===== config.mk =====
export PLATFORM = sky130hd
export DESIGN_NAME = exec_ppn_insert_ctrl
export DESIGN_NICKNAME = d
export VERILOG_FILES = /design/src/rtl/harvos_exec_pkg.sv /design/src/rtl/exec_ppn_fifo.sv /design/src/rtl/exec_ppn_insert_ctrl.sv
export SDC_FILE = /design/constraint.sdc
export NUM_CORES = 1
export LEC_CHECK = 0
export CELL_PAD_IN_SITES_DETAIL_PLACEMENT = 1
export CELL_PAD_IN_SITES_GLOBAL_PLACEMENT = 1
export CORE_MARGIN = 2
export CORE_UTILIZATION = 37
export DETAILED_ROUTE_END_ITERATION = 8
export MAX_ROUTING_LAYER = met4
export PLACE_DENSITY_LB_ADDON = 0.08
export SLEW_MARGIN = 25
export SYNTH_ARGS = -nofsm -noshare
export SYNTH_HDL_FRONTEND = slang
export SYNTH_SLANG_ARGS = --single-unit

===== constraint.sdc =====
create_clock -name clk -period 4.15 [get_ports clk]
set_clock_uncertainty 0.2 [all_clocks]
set_input_delay 0.83 -clock clk [delete_from_list [all_inputs] [get_ports clk]]
set_output_delay 0.83 -clock clk [all_outputs]
set_load 0.01 [all_outputs]

===== src/rtl/harvos_exec_pkg.sv =====
// Shared types for the executable-PPN tracker control path.
// Consumers: exec_ppn_fifo, exec_ppn_insert_ctrl.
package harvos_exec_pkg;

    localparam int PPN_W      = 20;
    localparam int PAGE_SHIFT = 12;

    typedef logic [PPN_W-1:0] ppn_t;

    typedef enum logic [2:0] {
        IDLE,
        PROBE,
        INSERT,
        DROP,
        CLEAR
    } ctrl_state_e;

endpackage


===== src/rtl/exec_ppn_fifo.sv =====
// Pending-insert FIFO: DEPTH x PPN_W, synchronous push/pop with flush.
// Pointers carry one extra bit so full and empty are distinguishable.
module exec_ppn_fifo #(
    parameter int PPN_W = 20,
    parameter int DEPTH = 4
) (
    input  logic             clk,
    input  logic             rst_n,
    input  logic             push,
    input  logic             pop,
    input  logic             flush,
    input  logic [PPN_W-1:0] din,
    output logic [PPN_W-1:0] head,
    output logic             full,
    output logic             empty
);
    import harvos_exec_pkg::*;

    localparam int AW = $clog2(DEPTH);

    logic [PPN_W-1:0] mem [DEPTH];
    logic [AW:0]      wr_ptr;
    logic [AW:0]      rd_ptr;
    logic             push_ok;
    logic             pop_ok;

    assign empty   = (wr_ptr == rd_ptr);
    assign full    = (wr_ptr[AW] != rd_ptr[AW]) && (wr_ptr[AW-1:0] == rd_ptr[AW-1:0]);
    assign pop_ok  = pop && !empty && !flush;
    // A pop in the same cycle frees the slot, so push on full is still legal.
    assign push_ok = push && (!full || pop_ok) && !flush;
    assign head    = mem[rd_ptr[AW-1:0]];

    // NOTE: storage is deliberately not reset; the pointers alone decide which
    // entries are valid, and sequential state always uses non-blocking assignment.
    always_ff @(posedge clk) begin
        if (push_ok) begin
            mem[wr_ptr[AW-1:0]] <= din;
        end
    end

    always_ff @(posedge clk or negedge rst_n) begin
        if (!rst_n) begin
            wr_ptr <= '0;
            rd_ptr <= '0;
        end else if (flush) begin
            wr_ptr <= '0;
            rd_ptr <= '0;
        end else begin
            if (push_ok) wr_ptr <= wr_ptr + 1'b1;
            if (pop_ok)  rd_ptr <= rd_ptr + 1'b1;
        end
    end

endmodule


===== src/rtl/exec_ppn_insert_ctrl.sv =====
// Executable-PPN tracker sequencer: arbitrates ITLB/PTW inserts into a FIFO, drains
// them to the tracker, owns its clear. `HARVOS_EXEC_PPN_DEDUP_EN adds probe-before-insert.
module exec_ppn_insert_ctrl #(
    parameter int PPN_W      = 20,
    parameter int DEPTH      = 4,
    parameter int STARVE_MAX = 8
) (
    input  logic             clk,
    input  logic             rst_n,
    input  logic             itlb_valid_i,
    output logic             itlb_ready_o,
    input  logic [PPN_W-1:0] itlb_ppn_i,
    input  logic             itlb_x_i,
    input  logic             ptw_valid_i,
    output logic             ptw_ready_o,
    input  logic [PPN_W-1:0] ptw_ppn_i,
    input  logic             ptw_x_i,
    input  logic             sfence_g_i,
    input  logic             satp_wr_i,
    input  logic             fq_valid_i,
    input  logic [31:0]      fq_pa_i,
    output logic             fq_ready_o,
    output logic             fq_hit_o,
    output logic             trk_clear_o,
    output logic             trk_insert_o,
    output logic [PPN_W-1:0] trk_ppn_o,
    output logic [31:0]      trk_qpa_o,
    input  logic             trk_hit_i,
    output logic             busy_o
);
    import harvos_exec_pkg::*;

    ctrl_state_e      state;
    ctrl_state_e      state_nx;
    logic             clr;
    logic             rr_itlb;
    logic             grant_itlb;
    logic             grant_ptw;
    logic             can_accept;
    logic             accept;
    logic             push;
    logic             pop;
    logic             win_x;
    logic [PPN_W-1:0] win_ppn;
    logic [PPN_W-1:0] head_ppn;
    logic             fifo_full;
    logic             fifo_empty;
    logic             probe_grant;

    assign clr = sfence_g_i | satp_wr_i;

    // Round-robin only breaks ties; a lone requester always wins.
    assign grant_itlb   = itlb_valid_i && (!ptw_valid_i || rr_itlb);
    assign grant_ptw    = ptw_valid_i && (!itlb_valid_i || !rr_itlb);
    assign can_accept   = !fifo_full && !clr && (state != CLEAR);
    assign itlb_ready_o = grant_itlb && can_accept;
    assign ptw_ready_o  = grant_ptw && can_accept;
    assign accept       = itlb_ready_o || ptw_ready_o;
    assign win_x        = grant_itlb ? itlb_x_i : ptw_x_i;
    assign win_ppn      = grant_itlb ? itlb_ppn_i : ptw_ppn_i;
    assign push         = accept && win_x;

    always_ff @(posedge clk or negedge rst_n) begin
        if (!rst_n) begin
            rr_itlb <= 1'b1;
        end else if (accept) begin
            rr_itlb <= ~rr_itlb;
        end
    end

    exec_ppn_fifo #(
        .PPN_W (PPN_W),
        .DEPTH (DEPTH)
    ) u_fifo (
        .clk   (clk),
        .rst_n (rst_n),
        .push  (push),
        .pop   (pop),
        .flush (clr),
        .din   (win_ppn),
        .head  (head_ppn),
        .full  (fifo_full),
        .empty (fifo_empty)
    );

`ifdef HARVOS_EXEC_PPN_DEDUP_EN
    localparam int SW = $clog2(STARVE_MAX + 1);

    logic [SW-1:0] starve_cnt;

    // A probe never overlaps a clear: its answer would refer to a CAM about to be wiped.
    assign probe_grant = (state == PROBE) && !clr &&
                         (!fq_valid_i || (starve_cnt >= SW'(STARVE_MAX)));

    always_ff @(posedge clk or negedge rst_n) begin
        if (!rst_n) begin
            starve_cnt <= '0;
        end else if (clr || probe_grant) begin
            starve_cnt <= '0;
        end else if (state == PROBE) begin
            starve_cnt <= starve_cnt + 1'b1;
        end
    end
`else
    // Without probes the starvation limit has nothing to bound.
    logic unused_starve_max;
    assign unused_starve_max = ^32'(STARVE_MAX);
    assign probe_grant       = 1'b0;
`endif

    always_comb begin
        trk_qpa_o  = fq_pa_i;
        fq_ready_o = fq_valid_i;
        fq_hit_o   = trk_hit_i;
        if (probe_grant) begin
            trk_qpa_o  = 32'({head_ppn, {PAGE_SHIFT{1'b0}}});
            fq_ready_o = 1'b0;
        end
    end

    always_ff @(posedge clk or negedge rst_n) begin
        if (!rst_n) begin
            state <= IDLE;
        end else begin
            state <= state_nx;
        end
    end

    // NOTE: every output of this block gets a default first so no latch is inferred.
    always_comb begin
        state_nx     = state;
        pop          = 1'b0;
        trk_insert_o = 1'b0;
        trk_clear_o  = 1'b0;
        case (state)
            IDLE: begin
`ifdef HARVOS_EXEC_PPN_DEDUP_EN
                if (!fifo_empty) state_nx = PROBE;
`else
                if (!fifo_empty) state_nx = INSERT;
`endif
            end
`ifdef HARVOS_EXEC_PPN_DEDUP_EN
            PROBE: begin
                if (probe_grant) state_nx = trk_hit_i ? DROP : INSERT;
            end
            DROP: begin
                pop      = 1'b1;
                state_nx = IDLE;
            end
`endif
            INSERT: begin
                trk_insert_o = 1'b1;
                pop          = 1'b1;
                state_nx     = IDLE;
            end
            CLEAR: begin
                trk_clear_o = 1'b1;
                state_nx    = IDLE;
            end
            default: state_nx = IDLE;
        endcase
        // A clear overrides any insert or pop decided above.
        if (clr) begin
            state_nx     = CLEAR;
            trk_insert_o = 1'b0;
            pop          = 1'b0;
        end
    end

    assign trk_ppn_o = trk_insert_o ? head_ppn : '0;
    assign busy_o    = !fifo_empty || (state != IDLE);

endmodule


==> results.json <==
{
  "worst_path_dominant_cell_family": "buffers and inverters",
  "max_slew_margin_vs_limit": 0.4475,
  "grt_overflow": 0,
  "postSynthNetCount": 341,
  "final_max_slew_viol_count": 0,
  "reg2reg_to": "u_fifo.mem[2][4]$_DFFE_PP_",
  "number_of_global_route_vias_before_repair": 2456,
  "hold_path_class": "register to register",
  "drt-vias-per-instance": 5.002,
  "startpoint_of_the_most_critical_hold_path": "state[1]$_DFFE_PN0P_",
  "r2r_slack_ns": 1.32,
  "p_total_mw": 1.770,
  "post_cts.resized_instances": 0,
  "netlist-cell-type-count": 37,
  "worst_skew_pair.late_latency_ns": 0.34,
  "critical_path_cell_sequence": "clkdlybuf4s50_1 -> or4b_4 -> nor2b_1 -> clkdlybuf4s50_1",
  "p_clk_frac": 0.335,
  "setup.worst_path.end_class": "output pin",
  "wl_mm": 8.392,
  "synth_cells": 254,
  "critical_path_required_time_ns": 3.12,
  "ctsLongestPathBuffers": 2,
  "htreeDepth": 3,
  "crit_arrival_ns": 2.80,
  "holdBufCountCts": 0,
  "wl_met2_mm": 4.121,
  "route.met3.wl_um": 406,
  "net-switching-power_mw": 0.3905,
  "power_report.internal_total_mw": 1.379,
  "tritoncts": "done",
  "cts_inserted_buffers": 9,
  "post_route_met1_wirelength_mm": 3.666,
  "fillCellCount": 1080,
  "num_antenna_cells": 0,
  "worst_pin_slew_ns": 0.8288,
  "grt_max_degree": 25,
  "drt_pass1_iterations": 4,
  "crit_start": "satp_wr_i",
  "yosys_register_bits": 89,
  "final_cells": 444,
  "timing.critical_path.slowest_cell_delay_ns": 0.71,
  "detail_route.iter0.violations": 68,
  "routabilityCongestion": 0.7524,
  "cts.clk_slew.worst_paths_ns": 0.09,
  "dp_hpwl_mm": 5.401,
  "cp_slowest_cell": "sky130_fd_sc_hd__or4b_4",
  "global_route.usage.total": 0.1550,
  "avgRoutedWirePerCell_um": 18.90,
  "ioPinCount": 141,
  "die_w_um": 110.1,
  "cts.root.buffer_cell": "sky130_fd_sc_hd__clkbuf_8",
  "num-nets-final": 386,
  "status": "complete, no violations",
  "dieArea_um2": 12110,
  "rsz0062_at_grt": "false",
  "period_needed_ns": 3.830,
  "criticalPathCategory": "input port to output pin",
  "sequential_fraction_of_the_synthesis_area": 0.6317,
  "hold_path_depth": 1,
  "crit_path_most_repeated_cell": "sky130_fd_sc_hd__clkdlybuf4s50_1",
  "buffer_ports.inserted": 72,
  "syn-mean-instance-area_um2": 16.38,
  "via_count": 2221,
  "drc": 0,
  "power_leakage_nw": 1.619,
  "maxClockFrequency_mhz": 261.1,
  "share_seq_of_total_power": 0.574,
  "count_of_buffers_added_by_post_cts_timing_repair_for_setup": 0,
  "clkSinkCount": 89,
  "setup_total_negative_slack_ns": 0,
  "critical_path_buf_inv_count": 2,
  "layout-area-overhead-vs-synth_pct": 20.08,
  "sw_frac_of_total": 0.2207,
  "grt_antenna_before_repair": 0,
  "r2r.worst_path.cells": 5,
  "antenna_left": 0,
  "fraction_of_layout_cells_with_a_size_suffix_above_1": 0.2270,
  "synthesis.area_um2": 4161,
  "initial_utilization": 0.3822,
  "final_min_period_over_clock_period": 0.9229,
  "cap_viol_max_count": 0,
  "place.detailed.instances": 428,
  "power_density_nw_per_um2": 354.1,
  "setup_viol_count_final": 0,
  "max_vdd_drop_uv": 153.0,
  "reg2reg_from": "u_fifo.rd_ptr[0]$_DFFE_PN0P_",
  "placement_rows": 38,
  "yosys_warnings": 0,
  "worst-path-max-fanout": 22,
  "core_region_area_um2": 10890,
  "maxUsedRoutingLayer": "met4",
  "worst_hold_path.endpoint": "state[1]$_DFFE_PN0P_",
  "timing.critical_path.from_type": "input port",
  "hold_viol_final": 0,
  "grt_first_pass_wirelength_mm": 13.20,
  "die_h_um": 110.1,
  "combinational_cell_fraction_of_total_power": 0.090
}
==> power by group through the flow <==
stage	logic [mW]	clock network (mW)	registers (mW)
2_1_floorplan	0.118	0	1.04
3_3_place_gp	0.159	0	1.04
3_5_place_dp	0.163	0	1.04
4_1_cts	0.164	0.610	1.02
5_1_grt	0.176	0.648	1.02
6_report	0.160	0.593	1.02
==> worst register-to-register path, cell delays in order, from the launching register on <==
cell	delay, ns
sky130_fd_sc_hd__dfrtp_2	0.92
sky130_fd_sc_hd__xor2_1	0.32
sky130_fd_sc_hd__o311ai_2	0.20
sky130_fd_sc_hd__nor2_1	0.20
sky130_fd_sc_hd__and2_1	0.33
sky130_fd_sc_hd__buf_4	0.34
==> stage by stage <==
step                utilization  hold slack (ns)  area, um^2  setup WS, ns
floorplan                     -           0.2454        4161        0.8404
global placement         0.4410           0.2751        4802        0.3175
detailed placement       0.4410           0.2738        4802        0.3201
CTS                      0.4590           0.2894        4997        0.3154
global route             0.4590           0.3178        4997        0.2669
finish                   0.4590           0.2931        4997        0.3199
==> routing by layer <==
layer / GRT usage / vias to the layer above
met5: - / -
li1: - / 1010
met1: 0.1938 / 1121
met2: 0.2498 / 67
met3: 0.03116 / 23
met4: 0.05967 / 0
==> cell families (layout without fill, tap and decap cells) <==
family          after synthesis  in the layout  share of synthesized area
compound gates               15             15                    0.03037
fa+ha+maj                     5              5                    0.01503
flops                        89             89                     0.6317
mux                          40             40                     0.1624
xor+xnor                      8              8                    0.01684
simple gates                 47             47                    0.06465
buf+inv                      50            100                    0.07907
==> layout by cell type, fill, tap and decap left out, drive strengths merged, types with 5 or more instances in the layout <==
master	instances
clkdlybuf4s50	72
mux2	20
buf	6
nand2	5
nor2	8
dfrtp	8
edfxtp	80
ha	5
clkbuf	10
inv	7
mux4	20
nor2b	20
==> layout make-up <==
cell class | count | area (um^2) | area share
tap | 140 | 175.2 | 0.03505
clock inverter | 6 | 67.56 | 0.01352
inverter | 6 | 22.52 | 0.004507
clock buffer | 10 | 127.6 | 0.02554
timing repair buffer | 78 | 765.7 | 0.1532
sequential | 89 | 2630 | 0.5263
multi-input combinational | 115 | 1209 | 0.2419
==> worst max-delay path by stage <==
stage / end / slack, ns / cells after the start
final: trk_ppn_o[6] / 0.32 / 4
after global routing: trk_ppn_o[16] / 0.27 / 4
after CTS: trk_ppn_o[16] / 0.32 / 4
after detailed placement: trk_ppn_o[6] / 0.32 / 4
after global placement: trk_ppn_o[6] / 0.32 / 4
after floorplan: u_fifo.mem[3][0]$_DFFE_PP_ / 0.84 / 3
==> flip-flops by register name, indices dropped and copies added (netlist names) <==
register / count
u_fifo.rd_ptr: 3
state: 2
u_fifo.mem: 80
rr_itlb: 1
u_fifo.wr_ptr: 3
==> cells in the mapped netlist (all sizes together) <==
cell    number  area (um^2)
inv          6        22.52
o21ai        3        15.01
nand3        2        10.01
nand2        5        18.77
or2b         1        7.510
a21bo        1        10.01
and2b        1        8.760
o31ai        1        7.510
dfstp        1        26.28
xnor2        4        35.03
buf         40        291.5
nand3b       1        7.510
nor2         8        30.03
and2         3        18.77
nand4        1        6.260
dfrtp        8        200.2
a21boi       1        7.510
mux4        20        450.4
edfxtp      80         2402
nor4         1        6.260
o311ai       2        25.03
nor2b       20        125.1
a32o         1        10.01
xor2         4        35.03
a31oi        2        27.53
a21oi        3        15.01
a32oi        1        8.760
clkbuf       4        15.01
or4b         1        13.76
nor3         2        10.01
nand2b       1        6.260
mux2        20        225.2
ha           5        62.56
Power figures use the tool's default switching activity.
